==> config.mk <==
export PLATFORM = sky130hd
export DESIGN_NAME = rice_decode_ctrl
export DESIGN_NICKNAME = d
export VERILOG_FILES = /design/src/rtl/rice_decode_ctrl.sv
export SDC_FILE = /design/constraint.sdc
export NUM_CORES = 1
export LEC_CHECK = 0
export CAP_MARGIN = 5
export CELL_PAD_IN_SITES_DETAIL_PLACEMENT = 0
export CELL_PAD_IN_SITES_GLOBAL_PLACEMENT = 1
export CORE_MARGIN = 2
export CORE_UTILIZATION = 40
export DETAILED_ROUTE_END_ITERATION = 8
export GPL_TIMING_DRIVEN = 0
export PLACE_DENSITY_LB_ADDON = 0.1
export SLEW_MARGIN = 40
export SYNTH_ARGS = -nofsm -noshare
export SYNTH_HDL_FRONTEND = slang
export SYNTH_SLANG_ARGS = --single-unit
==> constraint.sdc <==
create_clock -name clk -period 8.36 [get_ports clk]
set_clock_uncertainty 0.1 [all_clocks]
set_input_delay 0.836 -clock clk [delete_from_list [all_inputs] [get_ports clk]]
set_output_delay 0.836 -clock clk [all_outputs]
set_load 0.02 [all_outputs]
==> src/rtl/rice_decode_ctrl.sv <==
// Rice block decoder control FSM: sequences window loads, header/FS/split shifts and refills.
// Optional error counter output enabled by defining RICE_DECODE_CTRL_ERRCNT_EN.
module rice_decode_ctrl #(
    parameter int J_MAX = 32
) (
    input  logic        clk,
    input  logic        reset,
    input  logic        start,
    input  logic [5:0]  cfg_j,
    input  logic [7:0]  cfg_nblk,
    input  logic        in_valid,
    output logic        in_ready,
    input  logic [31:0] in_data,
    input  logic [5:0]  fs_len,
    output logic        ldor,
    output logic [31:0] ld_data,
    output logic        refill,
    output logic [6:0]  refill_pos,
    output logic        shift_en,
    output logic [5:0]  shift_amt,
    output logic        phase,
    output logic [3:0]  k_out,
    output logic        blk_done,
    output logic        pkt_done,
    output logic        busy,
    output logic        err
`ifdef RICE_DECODE_CTRL_ERRCNT_EN
    ,
    output logic [15:0] err_count
`endif
);

    typedef enum logic [2:0] {
        IDLE, LOAD0, LOAD1, HDR, FS, SPLIT, NEXT, ERR
    } state_t;

    state_t      state_reg, state_next;
    logic [6:0]  avail_reg, avail_next;
    logic [5:0]  samp_cnt_reg, samp_cnt_next;
    logic [7:0]  blk_cnt_reg, blk_cnt_next;
    logic [3:0]  k_reg, k_next;
    logic [5:0]  j_reg, j_next;
    logic        err_reg, err_next;
    // Shadow of the datapath window; only the top nibble is needed (header ID).
    logic [63:0] win_reg, win_next;

    logic [5:0]  j_eff;
    logic [7:0]  nblk_eff;
    logic [6:0]  consumed;
    logic [6:0]  remain;

    // The load word is the data path itself, so it is passed straight through.
    assign ld_data = in_data;
    assign err     = err_reg;

    always_comb begin
        j_eff    = cfg_j;
        if (cfg_j == 6'd0) begin
            j_eff = 6'd1;
        end else if (32'(cfg_j) > J_MAX) begin
            j_eff = 6'(J_MAX);
        end
        nblk_eff = (cfg_nblk == 8'd0) ? 8'd1 : cfg_nblk;
    end

    always_ff @(posedge clk or posedge reset) begin
        if (reset) begin
            state_reg    <= IDLE;
            avail_reg    <= 7'd0;
            samp_cnt_reg <= 6'd0;
            blk_cnt_reg  <= 8'd0;
            k_reg        <= 4'd0;
            j_reg        <= 6'd0;
            err_reg      <= 1'b0;
            win_reg      <= 64'd0;
        end else begin
            state_reg    <= state_next;
            avail_reg    <= avail_next;
            samp_cnt_reg <= samp_cnt_next;
            blk_cnt_reg  <= blk_cnt_next;
            k_reg        <= k_next;
            j_reg        <= j_next;
            err_reg      <= err_next;
            win_reg      <= win_next;
        end
    end

    always_comb begin
        state_next    = state_reg;
        avail_next    = avail_reg;
        samp_cnt_next = samp_cnt_reg;
        blk_cnt_next  = blk_cnt_reg;
        k_next        = k_reg;
        j_next        = j_reg;
        err_next      = err_reg;
        win_next      = win_reg;
        in_ready      = 1'b0;
        ldor          = 1'b0;
        refill        = 1'b0;
        refill_pos    = 7'd0;
        shift_en      = 1'b0;
        shift_amt     = 6'd0;
        phase         = 1'b0;
        k_out         = k_reg;
        blk_done      = 1'b0;
        pkt_done      = 1'b0;
        busy          = 1'b0;
        consumed      = 7'd0;
        remain        = avail_reg;

        unique case (state_reg)
            IDLE, ERR: begin
                if (start) begin
                    state_next   = LOAD0;
                    avail_next   = 7'd0;
                    samp_cnt_next = 6'd0;
                    j_next       = j_eff;
                    blk_cnt_next = nblk_eff;
                    err_next     = 1'b0;
                end
            end
            LOAD0: begin
                busy     = 1'b1;
                in_ready = 1'b1;
                if (in_valid) begin
                    ldor       = 1'b1;
                    avail_next = 7'd32;
                    state_next = LOAD1;
                end
            end
            LOAD1: begin
                busy     = 1'b1;
                in_ready = 1'b1;
                if (in_valid) begin
                    ldor       = 1'b1;
                    avail_next = 7'd64;
                    state_next = HDR;
                end
            end
            HDR: begin
                busy  = 1'b1;
                k_out = win_reg[63:60];
                if (avail_reg >= 7'd4) begin
                    if (win_reg[63:60] == 4'hF) begin
                        state_next = ERR;
                        err_next   = 1'b1;
                    end else begin
                        shift_en      = 1'b1;
                        shift_amt     = 6'd4;
                        k_next        = win_reg[63:60];
                        samp_cnt_next = j_reg;
                        state_next    = FS;
                    end
                end
            end
            FS: begin
                busy = 1'b1;
                if (fs_len != 6'd0 && {1'b0, fs_len} <= avail_reg) begin
                    shift_en  = 1'b1;
                    shift_amt = fs_len;
                    if (samp_cnt_reg == 6'd1) begin
                        samp_cnt_next = j_reg;
                        // k=0 blocks carry no split bits, so the block ends here.
                        if (k_reg == 4'd0) begin
                            blk_done   = 1'b1;
                            state_next = NEXT;
                        end else begin
                            state_next = SPLIT;
                        end
                    end else begin
                        samp_cnt_next = samp_cnt_reg - 6'd1;
                    end
                end else if (fs_len == 6'd0 && avail_reg == 7'd64) begin
                    state_next = ERR;
                    err_next   = 1'b1;
                end
            end
            SPLIT: begin
                busy  = 1'b1;
                phase = 1'b1;
                if ({3'b000, k_reg} <= avail_reg) begin
                    shift_en  = 1'b1;
                    shift_amt = {2'b00, k_reg};
                    if (samp_cnt_reg == 6'd1) begin
                        blk_done   = 1'b1;
                        state_next = NEXT;
                    end else begin
                        samp_cnt_next = samp_cnt_reg - 6'd1;
                    end
                end
            end
            NEXT: begin
                busy = 1'b1;
                if (blk_cnt_reg > 8'd1) begin
                    blk_cnt_next = blk_cnt_reg - 8'd1;
                    state_next   = HDR;
                end else begin
                    blk_cnt_next = 8'd0;
                    pkt_done     = 1'b1;
                    state_next   = IDLE;
                end
            end
            default: state_next = IDLE;
        endcase

        // Refill decision uses the bits left after this cycle's shift.
        if (state_reg == HDR || state_reg == FS || state_reg == SPLIT) begin
            consumed = shift_en ? {1'b0, shift_amt} : 7'd0;
            remain   = avail_reg - consumed;
            in_ready = (remain <= 7'd32);
            if (in_ready && in_valid) begin
                refill     = 1'b1;
                refill_pos = 7'd32 - remain;
                avail_next = remain + 7'd32;
            end else begin
                avail_next = remain;
            end
        end

        if (ldor) begin
            win_next = {win_reg[31:0], in_data};
        end else begin
            win_next = shift_en ? (win_reg << shift_amt) : win_reg;
            if (refill) begin
                win_next = win_next | ({32'd0, in_data} << refill_pos);
            end
        end
    end

`ifdef RICE_DECODE_CTRL_ERRCNT_EN
    logic [15:0] err_count_reg;

    always_ff @(posedge clk or posedge reset) begin
        if (reset) begin
            err_count_reg <= 16'd0;
        end else if (state_next == ERR && state_reg != ERR && err_count_reg != 16'hFFFF) begin
            err_count_reg <= err_count_reg + 16'd1;
        end
    end

    assign err_count = err_count_reg;
`endif

endmodule

# Word-level counts from Yosys, hierarchy flattened
# Index checks and enable logic that the tools add are counted.
# word_totals
regBits,99
input_bits,56
output_inout_bits,58
wordCells,147
# classes
add_sub_neg,5
n_lt_le_gt_ge,6
n_eq_ne,27
shifts,2
n_mux,72
n_bitwise,2
reduce_logical,25
# ops
op,n
64-bit 2-to-1 mux,3
6-bit 2-to-1 mux,11
64-bit bitwise OR,1
32-bit by 7-bit << shifter with 64-bit output,1
64-bit by 6-bit << shifter with 64-bit output,1
7-bit 2-to-1 mux,7
3-bit 2-to-1 mux,11
1-bit 2-to-1 mux,24
8-bit 2-to-1 mux,3
"2-bit != test, second input constant",12
6-bit case mux with 4 select lines,1
3-bit case mux with 7 select lines,1
7-bit case mux with 3 select lines,1
6-bit case mux with 3 select lines,1
8-bit case mux with 2 select lines,1
"3-bit != test, second input constant",5
"3-bit equality test, second input constant",4
6-bit zero test,2
"8-bit by 1-bit greater-than comparator with 1-bit output, second input constant",1
8-bit zero test,1
4-bit 2-to-1 mux,2
8-bit AND reduction,1
4-bit nonzero test,2
"8-bit by 1-bit subtractor with 8-bit output, second input constant",1
32 further kinds,41

# Longest topological paths before layout
# depth
depth_word,14
ltp_mapped,31
depth_no_buf,27

# Worst setup path after synthesis
# No wires, ideal clock.
# synth_path
path_kind,input to output
startpoint,input port fs_len[5]
endpoint,output port in_ready
t_arrival_ps,5798
setup_slack_ps,1626
path_stages,24
cell_sequence,ha_1 -> nand4b_4 -> or2_4 -> o32ai_4 -> a21oi_4 -> inv_4 -> buf_6 -> buf_6 -> buf_4 -> ha_1 -> inv_1 -> fa_1 -> a211oi_1 -> o31ai_1 -> a21oi_1 -> xnor2_2 -> ha_1 -> nand2_1 -> o31ai_1 -> a21oi_2 -> buf_6 -> buf_2 -> buf_2 -> a311oi_1
# synth_via
elab_chain_cells,8
elab_cells_between_ends,11
cone_classes,1 x add/sub; 2 x order compare; 6 x mux; 2 x reduce/logical
# synth_rtl
element,line_no,rtl
"start, declared",14,"input logic [5:0] fs_len,"
6-bit by 7-bit less-or-equal comparator with 1-bit output / 6-bit nonzero test (equally long branches),158,"if (fs_len != 6'd0 && {1'b0, fs_len} <= avail_reg) begin"
1-bit logical AND,158,
6-bit 2-to-1 mux / 1-bit 2-to-1 mux (equally long branches),158,
6-bit case mux with 3 select lines / 1-bit case mux with 3 select lines (equally long branches),111,unique case (state_reg)
6-bit 2-to-1 mux *,208,"consumed = shift_en ? {1'b0, shift_amt} : 7'd0;"
7-bit by 6-bit subtractor with 7-bit output *,209,remain = avail_reg - consumed;
7-bit by 6-bit less-or-equal comparator with 1-bit output *,210,in_ready = (remain <= 7'd32);
1-bit 2-to-1 mux *,207,if (state_reg == HDR || state_reg == FS || state_reg == SPLIT) begin
"end, declared",12,"output logic in_ready,"
# Every way passes the cells marked *; elsewhere a longest branch is shown, timed or not.

# Worst setup path after layout
# layout_path
startpoint,input port fs_len[3]
endpoint,output port refill_pos[4]
# layout_via
elab_chain_cells,10
elab_cells_between_ends,14
cone_classes,2 x add/sub; 2 x order compare; 7 x mux; 3 x reduce/logical
# layout_rtl
element,line_no,rtl
6-bit by 7-bit less-or-equal comparator with 1-bit output / 6-bit nonzero test (equally long branches),158,
1-bit logical AND,158,
6-bit 2-to-1 mux / 1-bit 2-to-1 mux (equally long branches),158,
6-bit case mux with 3 select lines / 1-bit case mux with 3 select lines (equally long branches),111,
6-bit 2-to-1 mux *,208,
7-bit by 6-bit subtractor with 7-bit output *,209,
7-bit by 6-bit less-or-equal comparator with 1-bit output,210,
1-bit logical AND,211,if (in_ready && in_valid) begin
7-bit 2-to-1 mux *,211,
7-bit 2-to-1 mux *,207,
"end, declared",18,"output logic [6:0] refill_pos,"
# Marks and branches as above.

==> results.md <==
* DRC errors left at 0
* Worst Path Arrival at ~7.2 ns
* Synth top area cells: dfrtp_1 (19%), mux2i_1 (15%), a21oi_1 (5.7%)
* Tcrit/Tclk final at between 90% and 100%
* Tmin final at a little over 8 ns
* Max clock buf depth at 2
* Max-cap violations at 0
* Synth Net Count at between 1500 and 2000
* Relative slew margins at around 37%
* Area of the multi-input gates at about 9700 um^2
* Final GP Congestion at 1.11
* Clk_lat worst skew at 0.38 ns
* Worst Setup Path Type: in2out
* Setup violators final at 0
* Worst-path maximum fanout at 10
* Antenna violations before repair at 1
* Share of the yosys chip area belonging to registers at a little under a fifth
* Yosys cell types at 103
* Rows at between 60 and 70
* Htree depth at 3
* Total CTS buffers at 9
* Average size of a mapped cell at roughly 7.5 um^2
* GRT Total Usage at 44.6%
* Layout area overhead at 15.8%
* Worst Hold Slack at between 0.3 and 0.4 ns
* Main flop type after synthesis: dfrtp_1
* Vias in the first global route at ~15000
* Share of the synthesized area in the top cell type at about a fifth
* # nets final at roughly 2000
* First-pass GRT wire length at 110 mm
* Synth Cell Area at ~13000 um^2
* Initial DRC Count at 2695
* CORE AREA at between 30000 and 40000 um^2
* CTS tree: built
* Hold crit path type: reg2reg
* Crit. End Element: primary output
* IO Count at between 100 and 150
* WL final at 77.9 mm
* Full die area at between 30000 and 40000 um^2
* Share of cells above drive strength 1 at approximately a tenth
* Die Ht at between 150 and 200 um
* Hold_buf cts at 0
* Final hold viol count at 0
* Post-synth top cells: mux2i_1 (197), nand2_1 (172), nor2_1 (167)
* Number of flops mapped to enable cells by yosys at 0
* Starting density of the core at between 40% and 50%
* Count leader, synth: mux2i_1
* Area leader, netlist: dfrtp_1
* Status: complete, no violations
* Max reg flops at 64
* Clock sinks at 99
* Fin. max-slew vios at 0
* Startpoint types: input pin
* Max Freq at around 120 MHz
* Via count at around 17000
* Clock root cell: clkbuf_16
* Drt via density at ~7.1
* I/O Buffers at around 110
* Reg clk slew, reported paths at ~0.080 ns
* CP required at 7.42 ns
* Syn. warnings at 0
* Wire per inst at approximately 33 um
* Detail Placement HPWL at between 60 and 70 mm
* Largest net degree at the start of global routing at 67
* Grt total ovfl at 0
* Slew at the pin with the worst max-slew slack at 0.949 ns
* Die width at ~190 um
* Number of antenna-violating nets in the routed design at 0
* Synth async-reset ratio at between 90% and 100%
* Seq cells post-synth at a little under 100
* Syn Inst Count at around 1800
* Reg area at 2480 um^2
* Fillers at 3343
* DR pass1 iterations at 7
-- worst max-delay path, cell delays in order --
cell and delay [ns]:
clkdlybuf4s50_1 0.51, ha_1 0.37, nand4b_4 0.12, or2_4 0.30
o32ai_4 0.36, a21oi_4 0.07, inv_4 0.15, buf_6 0.19
buf_6 0.20, buf_4 0.26, ha_1 0.21, inv_1 0.06
fa_1 0.43, a211oi_1 0.31, o31ai_1 0.14, a21oi_2 0.21
xnor2_2 0.16, ha_1 0.19, nand2_1 0.09, o31ai_2 0.33
a21o_1 0.14, nand2_1 0.18, clkinvlp_4 0.25, nand2_1 0.31
inv_4 0.16, clkdlybuf4s50_1 0.63
-- metrics by stage --
stage / setup WS, ns / instance area [um^2] / cells / TNS [ns] / util, %
3_5_place_dp: -0.768 / 15000 / 2326 / -2.01 / 46.0
5_1_grt: -0.000410 / 15400 / 2345 / -0.000410 / 47.1
3_3_place_gp: -0.767 / 14900 / 2324 / -5.07 / 45.8
4_1_cts: 0.00326 / 15300 / 2341 / 0 / 46.9
2_1_floorplan: 1.63 / 13300 / 1770 / 0 / -
6_report: 0.237 / 15400 / 2346 / 0 / 47.1
-- cell usage in the layout (no fill, tap or decap), drive strengths merged, types with 11 or more instances in the layout --
| master | instances |
|---|---|
| mux2i | 197 |
| nand2 | 174 |
| nor2 | 168 |
| a21oi | 154 |
| o21ai | 137 |
| clkdlybuf4s50 | 108 |
| dfrtp | 99 |
| buf | 95 |
| clkbuf | 88 |
| inv | 51 |
| o22ai | 48 |
| nor3 | 44 |
| nand3 | 38 |
| a211oi | 35 |
| a221oi | 34 |
| o211ai | 29 |
| a22oi | 28 |
| mux2 | 28 |
| o221ai | 25 |
| ha | 23 |
| a31oi | 22 |
| and3 | 20 |
| or3 | 20 |
| o31ai | 16 |
| nand2b | 15 |
| xnor2 | 12 |
| nor2b | 11 |
| a221o | 11 |
-- per-layer routing --
layer / vias to the layer above / wire (um) / GRT usage, %
met5: - / 0 / 0
met2: 1411 / 31800 / 64.8
li1: 6988 / - / -
met4: 0 / 5200 / 25.1
met1: 7929 / 30200 / 57.1
met3: 317 / 10700 / 15.8
-- cells by family after synthesis --
group | Yosys count | synth area share, %
buffers and inverters | 219 | 8.12
XOR/XNOR | 15 | 1.10
AND/OR/NAND/NOR | 534 | 18.7
AO/OA/AOI/OAI | 651 | 33.3
adder cells (fa/ha/maj) | 24 | 2.32
flip-flops | 99 | 18.7
multiplexers | 228 | 17.8
-- what timing repair did --
item | CTS | global route
resized for setup | 4 | 11
buffers inserted | 2 | 4
endpoints found under the setup margin | 8 | 10
pin swaps | 1 | 1
-- final timing paths --
kind / start / end / cells past startpoint / slack, ns
max in group asynchronous: reset / blk_cnt_reg[5]$_DFFE_PP0P_ / 3 / 6.79
worst min-delay path: j_reg[1]$_DFFE_PP0P_ / j_reg[1]$_DFFE_PP0P_ / 2 / 0.39
min in group asynchronous: reset / win_reg[48]$_DFF_PP0_ / 2 / 0.72
worst max register to register: k_reg[0]$_DFFE_PP0P_ / win_reg[62]$_DFF_PP0_ / 31 / 0.59
worst min register to register: j_reg[1]$_DFFE_PP0P_ / j_reg[1]$_DFFE_PP0P_ / 2 / 0.39
worst max-delay path: fs_len[3] / refill_pos[4] / 26 / 0.24
-- final cells by class --
| class | count | share of cell area (%) |
|---|---|---|
| multi-input cells | 1452 | 63.4 |
| clock inverters | 5 | 0.285 |
| repair buffers | 120 | 7.86 |
| clock buffers | 11 | 1.58 |
| well taps | 442 | 3.60 |
| flip-flops and latches | 99 | 16.1 |
| plain buffers | 164 | 5.70 |
| inverters | 52 | 1.38 |
| diodes | 1 | 0.0163 |
Power is not shown: default switching activity piles up to over one toggle a cycle in this logic, so the estimate is an artifact.
